[src/rtl/bitmap_scan_encoder_if.sv]
// Load/index handshake bundle for bitmap_scan_encoder.
// BITMAP_SCAN_COUNT_EN adds the `remaining` popcount signal.
interface bitmap_scan_encoder_if #(
  parameter int unsigned WIDTH = 64
);
  localparam int unsigned IDX_W = $clog2(WIDTH);

  logic             load_valid;
  logic             load_ready;
  logic [WIDTH-1:0] load_vec;
  logic             idx_valid;
  logic             idx_ready;
  logic [IDX_W-1:0] idx_out;
  logic             idx_last;
  logic             flush;
  logic             busy;
  logic             done;

`ifdef BITMAP_SCAN_COUNT_EN
  logic [IDX_W:0]   remaining;

  modport master (
    output load_valid, load_vec, idx_ready, flush,
    input  load_ready, idx_valid, idx_out, idx_last, busy, done, remaining
  );

  modport slave (
    input  load_valid, load_vec, idx_ready, flush,
    output load_ready, idx_valid, idx_out, idx_last, busy, done, remaining
  );
`else
  modport master (
    output load_valid, load_vec, idx_ready, flush,
    input  load_ready, idx_valid, idx_out, idx_last, busy, done
  );

  modport slave (
    input  load_valid, load_vec, idx_ready, flush,
    output load_ready, idx_valid, idx_out, idx_last, busy, done
  );
`endif
endinterface

[src/rtl/bitmap_scan_encoder.sv]
// Sequential priority encoder: emits every set bit index of a loaded bitmap, lowest first.
// Optional BITMAP_SCAN_COUNT_EN keeps a registered popcount in `remaining`.
module bitmap_scan_encoder #(
  parameter int unsigned WIDTH = 64
) (
  input logic                  clk,
  input logic                  rst_n,
  bitmap_scan_encoder_if.slave bus
);
  localparam int unsigned IDX_W = $clog2(WIDTH);
  localparam int unsigned CNT_W = IDX_W + 1;

  localparam logic [0:0] StIdle = 1'b0;
  localparam logic [0:0] StScan = 1'b1;

  logic [0:0]       state_q, state_d;
  logic [WIDTH-1:0] pending_q, pending_d;
  logic             done_q, done_d;
  logic [WIDTH-1:0] lowest;
  logic [IDX_W-1:0] idx;
  logic             scan, last, load_ready, hs;

  assign scan       = (state_q == StScan);
  assign load_ready = !scan && !bus.flush;
  assign hs         = scan && bus.idx_ready;

  // Isolate the lowest set bit, then collapse the one-hot vector with an OR tree.
  assign lowest = pending_q & (-pending_q);

  always_comb begin
    idx = '0;
    for (int unsigned i = 0; i < WIDTH; i++) begin
      if (lowest[i]) idx = idx | IDX_W'(i);
    end
  end

`ifdef BITMAP_SCAN_COUNT_EN
  logic [CNT_W-1:0] remaining_q, remaining_d, load_cnt;

  always_comb begin
    load_cnt = '0;
    for (int unsigned i = 0; i < WIDTH; i++) begin
      load_cnt = load_cnt + CNT_W'(bus.load_vec[i]);
    end
  end

  assign last          = (remaining_q == CNT_W'(1));
  assign bus.remaining = remaining_q;
`else
  // Exactly one bit set: the isolated lowest bit is the whole (non-empty) pending vector.
  assign last = (pending_q == lowest) && (|pending_q);
`endif

  always_comb begin
    state_d   = state_q;
    pending_d = pending_q;
    done_d    = 1'b0;
`ifdef BITMAP_SCAN_COUNT_EN
    remaining_d = remaining_q;
`endif
    if (!scan) begin
      if (bus.load_valid && load_ready) begin
        if (|bus.load_vec) begin
          pending_d = bus.load_vec;
          state_d   = StScan;
`ifdef BITMAP_SCAN_COUNT_EN
          remaining_d = load_cnt;
`endif
        end else begin
          done_d = 1'b1;
        end
      end
    end else if (bus.flush || (hs && last)) begin
      // Flush wins over a concurrent handshake; either way the bitmap is finished.
      pending_d = '0;
      state_d   = StIdle;
      done_d    = 1'b1;
`ifdef BITMAP_SCAN_COUNT_EN
      remaining_d = '0;
`endif
    end else if (hs) begin
      pending_d = pending_q & ~lowest;
`ifdef BITMAP_SCAN_COUNT_EN
      remaining_d = remaining_q - CNT_W'(1);
`endif
    end
  end

  always_ff @(posedge clk or negedge rst_n) begin
    if (!rst_n) begin
      state_q   <= StIdle;
      pending_q <= '0;
      done_q    <= 1'b0;
`ifdef BITMAP_SCAN_COUNT_EN
      remaining_q <= '0;
`endif
    end else begin
      state_q   <= state_d;
      pending_q <= pending_d;
      done_q    <= done_d;
`ifdef BITMAP_SCAN_COUNT_EN
      remaining_q <= remaining_d;
`endif
    end
  end

  assign bus.load_ready = load_ready;
  assign bus.idx_valid  = scan;
  assign bus.idx_out    = idx;
  assign bus.idx_last   = scan && last;
  assign bus.busy       = scan;
  assign bus.done       = done_q;

endmodule
[src/flat_wrapper.sv]
// flat-port wrapper written by rule: the top's interface ports become plain ports
module bitmap_scan_encoder_flat 
#(
  parameter int unsigned WIDTH = 64
)
  (clk, rst_n, bus_load_valid, bus_load_vec, bus_idx_ready, bus_flush, bus_load_ready, bus_idx_valid, bus_idx_out, bus_idx_last, bus_busy, bus_done);
  bitmap_scan_encoder_if #(.WIDTH(WIDTH)) bus_i ();
  input logic clk;
  input logic rst_n;
  input wire logic [$bits(bus_i.load_valid)-1:0] bus_load_valid;
  input wire logic [$bits(bus_i.load_vec)-1:0] bus_load_vec;
  input wire logic [$bits(bus_i.idx_ready)-1:0] bus_idx_ready;
  input wire logic [$bits(bus_i.flush)-1:0] bus_flush;
  output wire logic [$bits(bus_i.load_ready)-1:0] bus_load_ready;
  output wire logic [$bits(bus_i.idx_valid)-1:0] bus_idx_valid;
  output wire logic [$bits(bus_i.idx_out)-1:0] bus_idx_out;
  output wire logic [$bits(bus_i.idx_last)-1:0] bus_idx_last;
  output wire logic [$bits(bus_i.busy)-1:0] bus_busy;
  output wire logic [$bits(bus_i.done)-1:0] bus_done;
  assign bus_i.load_valid = bus_load_valid;
  assign bus_i.load_vec = bus_load_vec;
  assign bus_i.idx_ready = bus_idx_ready;
  assign bus_i.flush = bus_flush;
  assign bus_load_ready = bus_i.load_ready;
  assign bus_idx_valid = bus_i.idx_valid;
  assign bus_idx_out = bus_i.idx_out;
  assign bus_idx_last = bus_i.idx_last;
  assign bus_busy = bus_i.busy;
  assign bus_done = bus_i.done;
  bitmap_scan_encoder #(.WIDTH(WIDTH)) u_core (.clk(clk), .rst_n(rst_n), .bus(bus_i));
endmodule
[config.mk]
export PLATFORM = sky130hd
export DESIGN_NAME = bitmap_scan_encoder_flat
export DESIGN_NICKNAME = d
export VERILOG_FILES = /design/src/rtl/bitmap_scan_encoder_if.sv /design/src/rtl/bitmap_scan_encoder.sv /design/src/flat_wrapper.sv
export SDC_FILE = /design/constraint.sdc
export NUM_CORES = 1
export LEC_CHECK = 0
export BUFFER_PORTS_ARGS = -buffer_cell sky130_fd_sc_hd__buf_2
export CAP_MARGIN = 20
export CORE_MARGIN = 2
export CORE_UTILIZATION = 59
export CTS_BUF_LIST = sky130_fd_sc_hd__clkbuf_2
export CTS_CLUSTER_SIZE = 14
export DETAILED_ROUTE_END_ITERATION = 10
export PLACE_DENSITY = 0.83
export SYNTH_ARGS = -nofsm -noshare
export SYNTH_HDL_FRONTEND = slang
export SYNTH_SLANG_ARGS = --single-unit
[constraint.sdc]
create_clock -name clk -period 3.37 [get_ports clk]
set_input_delay 0.1685 -clock clk [delete_from_list [all_inputs] [get_ports clk]]
set_output_delay 0.1685 -clock clk [all_outputs]
set_load 0.1 [all_outputs]
==> reports/metrics.yaml, run 1 <==
run_status:
  run_status: "aborted with a tool error"
  outcome.stop_stage: "global routing"
  error: "[ERROR GRT-0232] Routing congestion too high. Check the congestion heatmap in the GUI."
placement:
  detailed_placement_hpwl_mm: 16.4
  port-buffer-count: 79
  gpl.final_weighted_congestion: 1.15
grt:
  grt_max_degree: 46
  overall_track_demand_over_capacity_in_global_routing_pct: 77.6
  grt_overflow: 51
logic_synthesis:
  synthesis.area_um2: 5080
  postSynthAreaPerCell_um2: 7.78
  yosysWarningCount: 0
  syn-num-nets: 722
  seq_area_frac_synth_pct: 32.5
  ys_async_sr_fraction_pct: 100
  synth.distinct_cells: 64
  postSynthRegisterBits: 66
  synthFlopType: "dfrtp_1"
  synth_enable_flop_cells: 0
  syn_inst: 653
clock_network:
  cts_root_buf: "clkbuf_2"
  ctsLongestPathBuffers: 2
  tritoncts.num_buffers: 9
  clkSinkCount: 66
  h-tree-depth: 3
die:
  die-width_um: 96.8
  floorplan.initialDensity_pct: 61.2
  die_extent_in_y_um: 96.8
  design.portCount: 80
  rows: 33
sta:
  worst_path_end_type: "output port"
  postGrtWorstEndpoint: "bus_idx_last"
metrics by stage:
step	instances	utilization [%]	instance area, µm²	TNS (ns)	setup slack, ns
floorplan	653	-	5080	0	0.0326
global placement	897	76.5	6350	-0.386	-0.187
detailed placement	898	76.9	6380	-0.459	-0.204
CTS	1006	91.6	7610	-1.94	-0.433
kinds of logic after synthesis:
logic type / synth area share (%)
compound gates: 28.9
fa+ha+maj: 0.197
buf+inv: 6.23
flops: 32.5
simple gates: 32.2
synthesized netlist by cell type (3+ instances only):
| cell | instances | area, µm² |
|---|---|---|
| a2111oi_0 | 4 | 35.0 |
| a211oi_1 | 4 | 30.0 |
| a21oi_1 | 22 | 110 |
| a221o_1 | 4 | 40.0 |
| a22o_1 | 27 | 236 |
| a22oi_1 | 32 | 240 |
| a32o_1 | 3 | 30.0 |
| and2_1 | 3 | 18.8 |
| and3_1 | 9 | 56.3 |
| and4_1 | 6 | 52.6 |
| buf_2 | 7 | 35.0 |
| clkbuf_1 | 39 | 146 |
| dfrtp_1 | 66 | 1650 |
| inv_1 | 26 | 97.6 |
| nand2_1 | 71 | 267 |
| nand2b_1 | 4 | 25.0 |
| nand3_1 | 32 | 160 |
| nand4_1 | 15 | 93.8 |
| nor2_1 | 47 | 176 |
| nor2b_1 | 7 | 43.8 |
| nor3_1 | 21 | 105 |
| nor3b_1 | 4 | 30.0 |
| nor4_1 | 46 | 288 |
| nor4_2 | 3 | 37.5 |
| o2111ai_1 | 6 | 52.6 |
| o211ai_1 | 4 | 30.0 |
| o21ai_0 | 50 | 250 |
| o21ai_1 | 3 | 15.0 |
| o21bai_1 | 3 | 22.5 |
| o22ai_1 | 7 | 43.8 |
| o311ai_0 | 3 | 26.3 |
| o31ai_1 | 9 | 67.6 |
| o41ai_1 | 3 | 26.3 |
| or2_1 | 3 | 18.8 |
| or3_1 | 6 | 37.5 |
| or4_1 | 14 | 105 |
routing by layer:
layer / overflow / global-route usage [%]
met1: 0 / 77.0
met2: 28 / 93.8
met3: 1 / 61.9
met4: 22 / 80.7
met5: 0 / 20.3
repair_timing:
item / in CTS
pin swaps: 29
gates resized for setup: 62
setup buffers: 29
endpoints found under the setup margin: 9
hold buffers: 63
endpoints found under the hold margin: 83
==> run 2, diff against run 1 <==
--- a/config.mk
+++ b/config.mk
@@ -8,11 +8,9 @@
 export BUFFER_PORTS_ARGS = -buffer_cell sky130_fd_sc_hd__buf_2
 export CAP_MARGIN = 20
 export CORE_MARGIN = 2
-export CORE_UTILIZATION = 59
-export CTS_BUF_LIST = sky130_fd_sc_hd__clkbuf_2
-export CTS_CLUSTER_SIZE = 14
+export CORE_UTILIZATION = 40
 export DETAILED_ROUTE_END_ITERATION = 10
-export PLACE_DENSITY = 0.83
+export PLACE_DENSITY_LB_ADDON = 0.15
 export SYNTH_ARGS = -nofsm -noshare
 export SYNTH_HDL_FRONTEND = slang
 export SYNTH_SLANG_ARGS = --single-unit
==> run 2 against run 1 <==
The flow now finishes, with violations (negative setup slack). Synthesized cell count is the same. Area after synthesis is the same.
==> reports/metrics.yaml, run 2 <==
logic_synthesis:
  synth.area.top_cells: "dfrtp_1, nor4_1, nand2_1"
  synthDominantCellAreaShare_pct: 32.5  # unchanged
  postSynthAreaPerCell_um2: 7.78  # unchanged
  synth.cells.most_frequent: "nand2_1, dfrtp_1, o21ai_0, nor2_1, nor4_1"
  synthDominantAreaCellType: "dfrtp_1"
  yosysWarningCount: 0  # unchanged
  syn-num-nets: 722  # unchanged
  synthesis.area_um2: 5080  # unchanged
  synthFlopType: "dfrtp_1"
  postSynthRegisterBits: 66  # unchanged
  seq_area_frac_synth_pct: 32.5  # unchanged
  synth.distinct_cells: 64  # unchanged
  yosysMostFrequentCell: "nand2_1"
  syn_inst: 653  # unchanged
  synth_enable_flop_cells: 0  # unchanged
  ys_async_sr_fraction_pct: 100  # unchanged
run_status:
  violations: "negative setup slack"
  run_status: "complete, but fails checks"
critical_path:
  setup.worst_path.start_class: "flop"
  r2r-end: "u_core.bus.busy"
  r2r-start: "u_core.pending_q[57]"
  critPathRequiredTime_ns: 3.20
  crit_fanout: 5
  cp.arrival_ns: 3.49
  setup.worst_path.class: "reg -> out"
  reg2reg_slack_ns: -0.06
  cp-end-kind: "primary output"
  rr_worst_depth: 11
clock_network:
  clock_insertion_delay_worst_skew_ns: 0.35
  cts_root_buf: "clkbuf_16"
  ctsLongestPathBuffers: 2  # unchanged
  tritoncts.num_buffers: 9  # unchanged
  clkSinkCount: 66  # unchanged
  h-tree-depth: 3  # unchanged
  cts_tree: "built"
  clkTransAtPathRegs_ns: 0.05
drt:
  initialDrtViolationCount: 755
  routed_wl_mm: 24.0
  detail_route.vias_per_cell: 6.40
  drt_pass1_iterations: 6
  antenna_violating_nets_post_route: 0
  drt_drc_violations_left: 0
  detailroute.via_count: 6634
  post_drt_wl_per_cell_um: 23.1
grt:
  overall_track_demand_over_capacity_in_global_routing_pct: 35.4
  grt_pass1_vias: 6295
  antenna_violations_before_repair: 0
  grt_overflow: 0
  wire_length_of_the_first_global_routing_pass_mm: 36.1
  grt_max_degree: 44
sta:
  grt_setup_unrepaired: "true"
  sum_neg_setup_slack_ns: -0.614
  clock.fmax_mhz: 273
  slew_headroom_pct: 55.3
  postLayoutSetupSlackWorst_ns: -0.291
  number_of_endpoints_failing_setup_at_the_final_stage: 8
  part_of_the_cycle_the_worst_path_needs_pct: 109
  layout_min_cycle_time_ns: 3.66
  tightestPinTransition_ns: 0.670
  skew_ns: 0.00634
  finalMaxSlewViolations: 0
  hold_violations: 0
layout:
  most_common_cell_after_layout_fill_and_taps_aside: "buf_4"
  areaGrowthSynthToFinish_pct: 50.1
  nNetsFinal: 930
  diodes: 0
  largest_register_ffs: 64
  layout-drive-gt1-share_pct: 39.1
  largest-register: "u_core.pending_q"
  fin_cells: 1037
  final_core_utilization_pct: 61.0
  final_cell_mix: "buf_4, buf_2, nand2_1, dfrtp_1, o21ai_0"
power:
  share_comb_of_total_power_pct: 64.2
  share_clk_of_total_power_pct: 12.7
  p_sw_mw: 3.50
  power.leakage_nw: 3.39
  reg_power_share_pct: 23.1
  ir_drop_mv: 0.465
  total_power_mw: 7.01
  swShare_pct: 49.9
  cell_internal_pwr_mw: 3.51
  powerDensity_nw_per_um2: 919
die:
  die_extent_in_y_um: 117  # +21%
  die-area_um2: 13600
  die-width_um: 117  # +21%
  core_area_um2: 12500
  rows: 41  # +24%
  floorplan.initialDensity_pct: 40.6  # -21 points
  design.portCount: 80  # unchanged
hold_path:
  worst_hold_endpoint: "u_core.pending_q[52]"
  holdPathStages: 3
  min_from: "bus_load_vec[52]"
  min_path_type: "in -> reg"
placement:
  detailed_placement_hpwl_mm: 18.3  # +12%
  port-buffer-count: 79  # unchanged
  gpl.final_weighted_congestion: 1.03  # -11%
  post-place-cells: 999  # +11%
flow_run:
  cap_violations: 0
run 2: critical path, stage by stage, from the launching register on:
cell and delay, ns:
dfrtp_1 0.41, or4_4 0.61, nor3_4 0.17, buf_4 0.15
nand4_1 0.10, buf_6 0.17, nor4b_4 0.30, buf_4 0.17
o221a_1 0.19, o21ai_2 0.09, nor4_4 0.34, and3_4 0.26
buf_12 0.17
run 2: final cells by class:
| cell class | instances | area [µm²] |
|---|---|---|
| sequential | 66 | 1650 |
| timing repair buffer | 248 | 1830 |
| multi-input combinational | 510 | 3560 |
| clock buffer | 13 | 260 |
| inverter | 26 | 97.6 |
| tap | 172 | 215 |
| clock inverter | 2 | 12.5 |
| fill | 1163 | 4890 |
run 2: stage by stage:
step / area (µm²) / worst slack (ns) / hold slack [ns]
after detailed placement: 6720 / -0.184 / 0.152
after floorplan: 5080 / 0.0326 / -0.127
after CTS: 7380 / -0.230 / 0.0408
after global placement: 6720 / -0.255 / 0.150
final: 7630 / -0.291 / 0.0509
after global routing: 7630 / -0.410 / 0.0636
run 2: logic make-up after synthesis:
family | Yosys count | synth area share (%)
DFF | 66 | 32.5
and+or+nand+nor | 301 | 32.2
AOI/OAI and AO/OA | 208 | 28.9
adders and majority gates | 1 | 0.197
buffers and inverters | 77 | 6.23
run 2: power by group through the flow:
| stage | logic [mW] | registers [mW] | clock network [mW] |
|---|---|---|---|
| final | 4.50 | 1.62 | 0.891 |
| after global routing | 4.77 | 1.66 | 0.941 |
| after CTS | 4.30 | 1.59 | 0.904 |
| after detailed placement | 4.08 | 1.57 | 0 |
| after global placement | 4.05 | 1.57 | 0 |
| after floorplan | 2.29 | 1.54 | 0 |
run 2: timing repair:
action | in CTS | in global routing
setup endpoints to repair | 9 | 9
resized for setup | 59 | 39
hold endpoints to repair | 15 | 0
pin swaps | 25 | 23
hold buffers | 1 | 0
buffers inserted | 11 | 11
run 2: how the worst max path moves through the flow:
stage	slack (ns)	end	from	cells after the start
final	-0.29	bus_idx_last	u_core.pending_q[3]	12
after global routing	-0.41	bus_idx_last	u_core.pending_q[3]	12
after CTS	-0.23	bus_idx_last	u_core.pending_q[2]	10
after detailed placement	-0.18	bus_idx_last	u_core.pending_q[13]	12
after floorplan	0.03	bus_idx_out[3]	u_core.pending_q[1]	12
after global placement	-0.26	bus_idx_last	u_core.pending_q[13]	12
run 2: metal layers:
| metal | part of all wire (%) | GRT usage (%) | vias to the layer above |
|---|---|---|---|
| met5 | 0 | 0 | - |
| met3 | 8.0 | 6.18 | 84 |
| met1 | 41 | 46.8 | 3189 |
| li1 | - | - | 2979 |
| met4 | 5.5 | 17.9 | 0 |
| met2 | 45 | 55.8 | 382 |
Note: power is estimated with default switching activity, not from simulation.
